## config.mk

```make
export PLATFORM = sky130hd
export DESIGN_NAME = cs0_mem_arbiter
export DESIGN_NICKNAME = d
export VERILOG_FILES = /design/src/rtl/cs0_mem_arbiter_pkg.sv /design/src/rtl/cs0_mem_arbiter_strobe_capture.sv /design/src/rtl/cs0_mem_arbiter.sv
export SDC_FILE = /design/constraint.sdc
export NUM_CORES = 1
export LEC_CHECK = 0
export BUFFER_PORTS_ARGS = -buffer_cell sky130_fd_sc_hd__buf_2
export CAP_MARGIN = 40
export CORE_UTILIZATION = 35
export CTS_BUF_LIST = sky130_fd_sc_hd__clkbuf_16
export DETAILED_ROUTE_END_ITERATION = 8
export RECOVER_POWER = 50
export SYNTH_ARGS = -nofsm -noshare
export SYNTH_HDL_FRONTEND = slang
export SYNTH_SLANG_ARGS = --single-unit
```

## constraint.sdc

```tcl
create_clock -name clk -period 1.9 [get_ports clk]
set_clock_uncertainty 0.1 [all_clocks]
set_input_delay 0.285 -clock clk [delete_from_list [all_inputs] [get_ports clk]]
set_output_delay 0.285 -clock clk [all_outputs]
set_load 0.02 [all_outputs]
```

## src/rtl/cs0_mem_arbiter_pkg.sv

```systemverilog
`default_nettype none
// ============================================================================
// Module   : cs0_mem_pkg
// Purpose  : Shared types and constants for the CS0 memory-port arbiter.
//            Arbiter state encoding, the access descriptor that carries one
//            captured memory transaction, and the read fill value returned
//            when an access is aborted.
// Revision : 1.0  initial release
// ============================================================================
package cs0_mem_pkg;

  // Widest memory word address a descriptor can carry. Instances narrower
  // than this zero-extend into the descriptor and slice back out.
  localparam int ADDR_MAX = 32;

  // Data handed back to a reader whose access timed out.
  localparam logic [15:0] READ_FILL = 16'hFFFF;

  typedef enum logic [1:0] {
    ST_IDLE      = 2'd0,
    ST_CPU_ACC   = 2'd1,
    ST_HOST_ACC  = 2'd2,
    ST_HOST_DONE = 2'd3
  } state_t;

  // One memory transaction: address, write data, direction and byte lanes.
  typedef struct packed {
    logic [ADDR_MAX-1:0] a;
    logic [15:0]         d;
    logic                we;
    logic [1:0]          be;
  } access_t;

  // Read data to capture on completion: memory data, or the fill on abort.
  function automatic logic [15:0] rd_or_fill(input logic abort, input logic [15:0] q);
    return abort ? READ_FILL : q;
  endfunction

endpackage
`default_nettype wire

```

## src/rtl/cs0_mem_arbiter_strobe_capture.sv

```systemverilog
`default_nettype none
// ============================================================================
// Module   : cs0_strobe_capture
// Purpose  : Detects CPU read/write strobe falling edges inside the CS0
//            region, captures the access fields and holds the pending flag
//            until the arbiter completes the CPU access.
// Revision : 1.0  initial release
// ============================================================================
module cs0_strobe_capture #(
  parameter int AW = 20
) (
  input  logic          clk,
  input  logic          rst,
  input  logic          cpu_sel,
  input  logic [AW-1:0] cpu_a,
  input  logic [15:0]   cpu_d,
  input  logic          cpu_rd_n,
  input  logic [1:0]    cpu_we_n,
  input  logic          clr,
  output logic          start,
  output logic          pend,
  output logic [AW-1:0] cap_a,
  output logic [15:0]   cap_d,
  output logic          cap_we,
  output logic [1:0]    cap_be
);

  logic rd_n_old;
  logic we_n_old;
  logic rd_fall;
  logic we_fall;
  logic is_wr;

  // A strobe only counts on its falling edge; a held strobe never retriggers.
  assign rd_fall = ~cpu_rd_n & rd_n_old;
  assign we_fall = ~(&cpu_we_n) & we_n_old;
  assign start   = cpu_sel & (rd_fall | we_fall);
  assign is_wr   = ~(&cpu_we_n);

  // Edge history, pending flag and capture register for the CPU access.
  always_ff @(posedge clk) begin
    if (rst) begin
      rd_n_old <= 1'b1;
      we_n_old <= 1'b1;
      pend     <= 1'b0;
      cap_a    <= '0;
      cap_d    <= '0;
      cap_we   <= 1'b0;
      cap_be   <= 2'b00;
    end else begin
      rd_n_old <= cpu_rd_n;
      we_n_old <= &cpu_we_n;
      if (clr) begin
        pend <= 1'b0;
      end else if (start) begin
        pend <= 1'b1;
      end
      // A start while one is already pending would overwrite a live access,
      // so it is dropped rather than captured.
      if (start && !pend) begin
        cap_a  <= cpu_a;
        cap_d  <= cpu_d;
        cap_we <= is_wr;
        cap_be <= is_wr ? ~cpu_we_n : 2'b11;
      end
    end
  end

endmodule
`default_nettype wire

```

## src/rtl/cs0_mem_arbiter.sv

```systemverilog
`default_nettype none
// ============================================================================
// Module   : cs0_mem_arbiter
// Purpose  : Shares one external memory port between the CS0 CPU bus and a
//            host/backup-save requester. Stalls the CPU with cpu_wait_n while
//            its access is outstanding, interleaves host accesses under a
//            starvation guard and aborts accesses that never see mem_rdy.
// Revision : 1.0  initial release
// ============================================================================
module cs0_mem_arbiter
  import cs0_mem_pkg::*;
#(
  parameter int AW          = 20,
  parameter int HOST_STARVE = 8,
  parameter int TIMEOUT     = 64
) (
  input  logic          clk,
  input  logic          rst,
  input  logic          cpu_sel,
  input  logic [AW-1:0] cpu_a,
  input  logic [15:0]   cpu_d,
  input  logic          cpu_rd_n,
  input  logic [1:0]    cpu_we_n,
  output logic [15:0]   cpu_q,
  output logic          cpu_wait_n,
  input  logic          host_req,
  input  logic          host_we,
  input  logic [AW-1:0] host_a,
  input  logic [15:0]   host_d,
  output logic [15:0]   host_q,
  output logic          host_ack,
  output logic          mem_req,
  output logic [AW-1:0] mem_a,
  output logic [15:0]   mem_d,
  output logic          mem_we,
  output logic [1:0]    mem_be,
  input  logic [15:0]   mem_q,
  input  logic          mem_rdy,
  output logic          err
);

  localparam int SW = $clog2(HOST_STARVE + 1);
  localparam int TW = $clog2(TIMEOUT);
  localparam logic [SW-1:0] STARVE_SAT = SW'(HOST_STARVE);
  localparam logic [TW-1:0] TCNT_LAST  = TW'(TIMEOUT - 1);

  state_t        state;
  state_t        state_nxt;
  logic [SW-1:0] starve;
  logic [TW-1:0] tcnt;

  logic          start;
  logic          cpu_pend;
  logic          cpu_clr;
  logic [AW-1:0] cap_a;
  logic [15:0]   cap_d;
  logic          cap_we;
  logic [1:0]    cap_be;

  access_t       cpu_acc;
  access_t       host_acc;
  access_t       win_acc;
  logic          unused_win_a;

  logic          go_cpu;
  logic          go_host;
  logic          acc_done;
  logic          acc_abort;
  logic          in_acc;

  cs0_strobe_capture #(
    .AW (AW)
  ) u_capture (
    .clk      (clk),
    .rst      (rst),
    .cpu_sel  (cpu_sel),
    .cpu_a    (cpu_a),
    .cpu_d    (cpu_d),
    .cpu_rd_n (cpu_rd_n),
    .cpu_we_n (cpu_we_n),
    .clr      (cpu_clr),
    .start    (start),
    .pend     (cpu_pend),
    .cap_a    (cap_a),
    .cap_d    (cap_d),
    .cap_we   (cap_we),
    .cap_be   (cap_be)
  );

  // Both requesters expressed as descriptors; the host always writes full words.
  assign cpu_acc  = '{a: ADDR_MAX'(cap_a),  d: cap_d,  we: cap_we,  be: cap_be};
  assign host_acc = '{a: ADDR_MAX'(host_a), d: host_d, we: host_we, be: 2'b11};
  assign win_acc  = go_host ? host_acc : cpu_acc;
  // Descriptor address bits above AW are always zero here.
  assign unused_win_a = &{1'b0, win_acc.a};

  assign in_acc  = (state == ST_CPU_ACC) || (state == ST_HOST_ACC);
  assign cpu_clr = (state == ST_CPU_ACC) && acc_done;

  // Combinational so the stall reaches the bus in the same cycle as the strobe.
  assign cpu_wait_n = ~(start | cpu_pend | (state == ST_CPU_ACC));
  assign host_ack   = (state == ST_HOST_DONE);

  // Arbiter state register.
  always_ff @(posedge clk) begin
    if (rst) begin
      state <= ST_IDLE;
    end else begin
      state <= state_nxt;
    end
  end

  // Arbitration, completion and timeout decisions.
  always_comb begin
    state_nxt = state;
    go_cpu    = 1'b0;
    go_host   = 1'b0;
    acc_done  = 1'b0;
    acc_abort = 1'b0;
    case (state)
      ST_IDLE: begin
        if (cpu_pend && host_req) begin
          if (starve >= STARVE_SAT) begin
            go_host = 1'b1;
          end else begin
            go_cpu = 1'b1;
          end
        end else if (cpu_pend) begin
          go_cpu = 1'b1;
        end else if (host_req) begin
          go_host = 1'b1;
        end
        if (go_cpu) begin
          state_nxt = ST_CPU_ACC;
        end else if (go_host) begin
          state_nxt = ST_HOST_ACC;
        end
      end
      ST_CPU_ACC, ST_HOST_ACC: begin
        // A ready arriving on the last allowed cycle still wins over the abort.
        if (mem_rdy) begin
          acc_done = 1'b1;
        end else if (tcnt == TCNT_LAST) begin
          acc_done  = 1'b1;
          acc_abort = 1'b1;
        end
        if (acc_done) begin
          state_nxt = (state == ST_CPU_ACC) ? ST_IDLE : ST_HOST_DONE;
        end
      end
      ST_HOST_DONE: begin
        state_nxt = ST_IDLE;
      end
      default: begin
        state_nxt = ST_IDLE;
      end
    endcase
  end

  // Starvation counter: CPU rounds won while the host was also waiting.
  always_ff @(posedge clk) begin
    if (rst) begin
      starve <= '0;
    end else if (go_host) begin
      starve <= '0;
    end else if (go_cpu && host_req && (starve != STARVE_SAT)) begin
      starve <= starve + 1'b1;
    end
  end

  // Access-duration counter, restarted whenever an access is granted.
  always_ff @(posedge clk) begin
    if (rst) begin
      tcnt <= '0;
    end else if (go_cpu || go_host) begin
      tcnt <= '0;
    end else if (in_acc) begin
      tcnt <= tcnt + 1'b1;
    end
  end

  // Memory port: loaded from the winner on grant, request dropped on completion.
  always_ff @(posedge clk) begin
    if (rst) begin
      mem_req <= 1'b0;
      mem_a   <= '0;
      mem_d   <= '0;
      mem_we  <= 1'b0;
      mem_be  <= 2'b00;
    end else if (go_cpu || go_host) begin
      mem_req <= 1'b1;
      mem_a   <= win_acc.a[AW-1:0];
      mem_d   <= win_acc.d;
      mem_we  <= win_acc.we;
      mem_be  <= win_acc.be;
    end else if (acc_done) begin
      mem_req <= 1'b0;
    end
  end

  // Read-data return to the owner of the completing access, plus sticky error.
  always_ff @(posedge clk) begin
    if (rst) begin
      cpu_q  <= '0;
      host_q <= '0;
      err    <= 1'b0;
    end else if (acc_done) begin
      if (acc_abort) begin
        err <= 1'b1;
      end
      if (!mem_we) begin
        if (state == ST_CPU_ACC) begin
          cpu_q <= rd_or_fill(acc_abort, mem_q);
        end else begin
          host_q <= rd_or_fill(acc_abort, mem_q);
        end
      end
    end
  end

endmodule
`default_nettype wire

```

==> results by group <==
Logic synthesis
  – Area leader, netlist: dfxtp_1
  – Most common cell in the synthesized netlist: dfxtp_1
  – Area of the mapped netlist: 4960 µm²
  – Number of synthesized flops with an enable pin: 0
  – Warnings, synthesis: 0
  – Netlist cell types: 46
  – Synth async-reset ratio: 0%
  – Synth area leaders: dfxtp_1 (51%), a21oi_1 (8.1%), mux2i_1 (7.7%)
  – Synth top area share: roughly 50%
  – FF+latch count, synth: approximately 130
  – Seq/Total Area, Yosys: 51.2%
  – Synth Instances: 518
  – Post-synth top cells: dfxtp_1 (127), a21oi_1 (80), nand2_1 (79)
  – Mapped Nets: 622
  – Syn Area/Cell: 9.58 µm²
  – Ys flop type: dfxtp_1

Routing
  – Pre-antenna DRT Iters: 4
  – Drt wl/cell: 15.0 µm
  – Via-to-Cell Ratio: 4.98
  – Drt total wl: 13500 µm
  – DR vias: 4475
  – Remaining antenna violation count: 0
  – DRT iter0 DRCs: roughly 220
  – Post-route DRC violation count: 0

Pwr
  – Power density cells: 1420 nW/µm²
  – Leak pwr: 2.69 nW
  – Max IR drop VDD: about 850 µV

Place
  – Routability cong.: between 0.7 and 0.8
  – Placed instance area: 6010 µm²
  – Worst slack, placed: -65.1 ps
  – PortBufs: 171
  – Post-DP HPWL: 9090 µm

Clock network
  – Cts bufs inserted: 17
  – Root buf cell: clkbuf_16
  – Clock Latency Late Sink: 420 ps
  – Sink Count: 127
  – Maximum clock path buffer count: 2
  – H-tree Lvls: 4
  – CTS tree: yes
  – CTS clk-pin slew, worst paths: 50 ps

Global routing
  – Overall Global Routing Usage: a little under a fifth
  – Largest net degree at the start of global routing: 73
  – Number of global-route vias before repair: 4399
  – Initial antenna violation count: 1
  – First-pass GRT wire length: 21400 µm
  – Aggregate global routing overflow: 0

Floorplan
  – Core area: roughly 14000 µm²
  – Die Ht: 121 µm
  – Site row count: 43
  – # IOs: 172
  – Chip Width: 121 µm
  – Initial Utilization: 35.8%
  – Die area: between 10000 and 15000 µm²

Worst setup path
  – CP startpoint kind: flop
  – Slowest stage delay, CP: 300 ps
  – Arrival @ worst endpoint: between 1000 and 1500 ps
  – Cells along the critical path: nor2b_2 -> o21a_1 -> nor2_2 -> nor2b_2 -> buf_4
  – CP max stage cell: dfxtp_1
  – Crit path required time: 1510 ps
  – Worst path most repeated cell: nor2b_2
  – Worst setup path class: flop to output port
  – CP endpoint kind: output port
  – Worst Path Max Fanout: 3

STA
  – Relative slew slack: 52.8%
  – Final period util: about 97%
  – Least-Margin Pin Slew: 707 ps
  – Final setup viols: 0
  – Slew Viols, Final: 0
  – WHS: ~18 ps
  – Fmax: 542 MHz
  – Setup WS post-layout: 53.7 ps
  – Fin. Hold Viols: 0
  – RSZ-0062 raised after global routing: yes
  – Post-layout min period: 1850 ps

Layout
  – Area growth syn-to-layout: 35.5%
  – Finished Core Util: 48.5%
  – Design area: 6730 µm²
  – Layout cell share with drive strength beyond 1: 25.5%
  – Fillers: 1373
  – # diodes: 0
  – Layout Nets: 810

Run
  – Max-cap violations: 0

Min path
  – Hold Crit Class: primary input to flop

Outcome
  – Status: completed
[final cells by class]
type | instances | area, µm² | share of cell area, %
clock buffer | 17 | 425 | 6.32
clock inverter | 15 | 136 | 2.03
sequential | 127 | 2540 | 37.8
inverter | 6 | 22.5 | 0.335
timing repair buffer | 207 | 1150 | 17.2
tap | 180 | 225 | 3.35
multi-input combinational | 347 | 2220 | 33.0
[per-layer routing]
metal / track usage (%) / share of wire (%) / vias up
met4: 5.25 / 0.85 / 0
li1: - / - / 2220
met3: 7.47 / 8.2 / 12
met2: 31.9 / 47 / 153
met1: 22.0 / 44 / 2090
met5: 0 / 0 / -
[path summary, 6_finish.rpt]
path	start	endpoint	slack, ps	cells after the start
setup / recovery	u_capture.rd_n_old	cpu_wait_n	50	5
hold / removal	cpu_a[8]	u_capture.cap_a[8]	20	3
setup reg to reg	state[1]	host_q[6]	110	5
hold reg to reg	u_capture.cap_we	u_capture.cap_we	350	2
[power breakdown]
group	internal [mW]	total [mW]	switching, mW
Combinational	1.11	2.95	1.84
Sequential	3.20	3.49	0.293
Clock	2.00	3.12	1.12
[critical path: cells and delay by family, from the launching register on]
| kind | cells | cell delay [ps] |
|---|---|---|
| and+or+nand+nor | 3 | 420 |
| AOI/OAI and AO/OA | 1 | 160 |
| DFF | 1 | 300 |
| buffers and inverters | 1 | 160 |
[cells in the final DEF, fill, tap and decap left out, types with 2 or more instances in the layout]
cell,count
o22ai_1,2
nand3_1,2
clkbuf_1,76
clkbuf_16,17
or2_2,2
clkinv_1,7
buf_12,6
nand4_1,2
mux2i_1,38
nor2b_2,2
nor2b_1,2
a31oi_1,2
xnor2_1,2
buf_2,96
buf_4,6
nor3_1,4
o21a_1,2
o221a_2,32
dlygate4sd3_1,21
a21oi_1,80
inv_1,9
nor2_1,17
nand2b_1,3
nand2_1,79
nor3b_1,3
o21ai_0,41
ha_1,7
bufinv_16,3
xor2_1,3
dfxtp_2,2
dfxtp_1,125
[kinds of logic after synthesis]
kind of cell               synth area share [%]
AOI/OAI and AO/OA                          21.9
xor gates and xnor gates                  0.882
adders and majority gates                  1.76
buffers and inverters                      4.92
DFF                                        51.2
muxes                                      7.66
and+or+nand+nor                            11.7
[through the flow]
stage	total power, mW	setup TNS (ps)	std cells
2_1_floorplan	5.59	0	518
3_3_place_gp	6.46	-224	843
3_5_place_dp	6.52	-1680	843
4_1_cts	9.76	0	898
5_1_grt	10.1	-126	899
6_report	9.57	0	899
[state kept, by name, indices dropped and copies added, names as in the netlist, 2 cells and up]
signal            count
state                 2
u_capture.cap_d      16
u_capture.cap_be      2
tcnt                  6
cpu_q                16
u_capture.cap_a      20
mem_be                2
mem_a                20
host_q               16
mem_d                16
starve                4
[what timing repair did]
action / 4_1_cts / 5_1_grt
hold endpoints to repair: 21 / 0
setup endpoints to repair: 33 / 19
hold buffers: 21 / 0
cloned: 0 / 0
setup buffers: 2 / 1
gates resized for setup: 7 / 2
No activity file was read; power rests on OpenSTA's default activity.
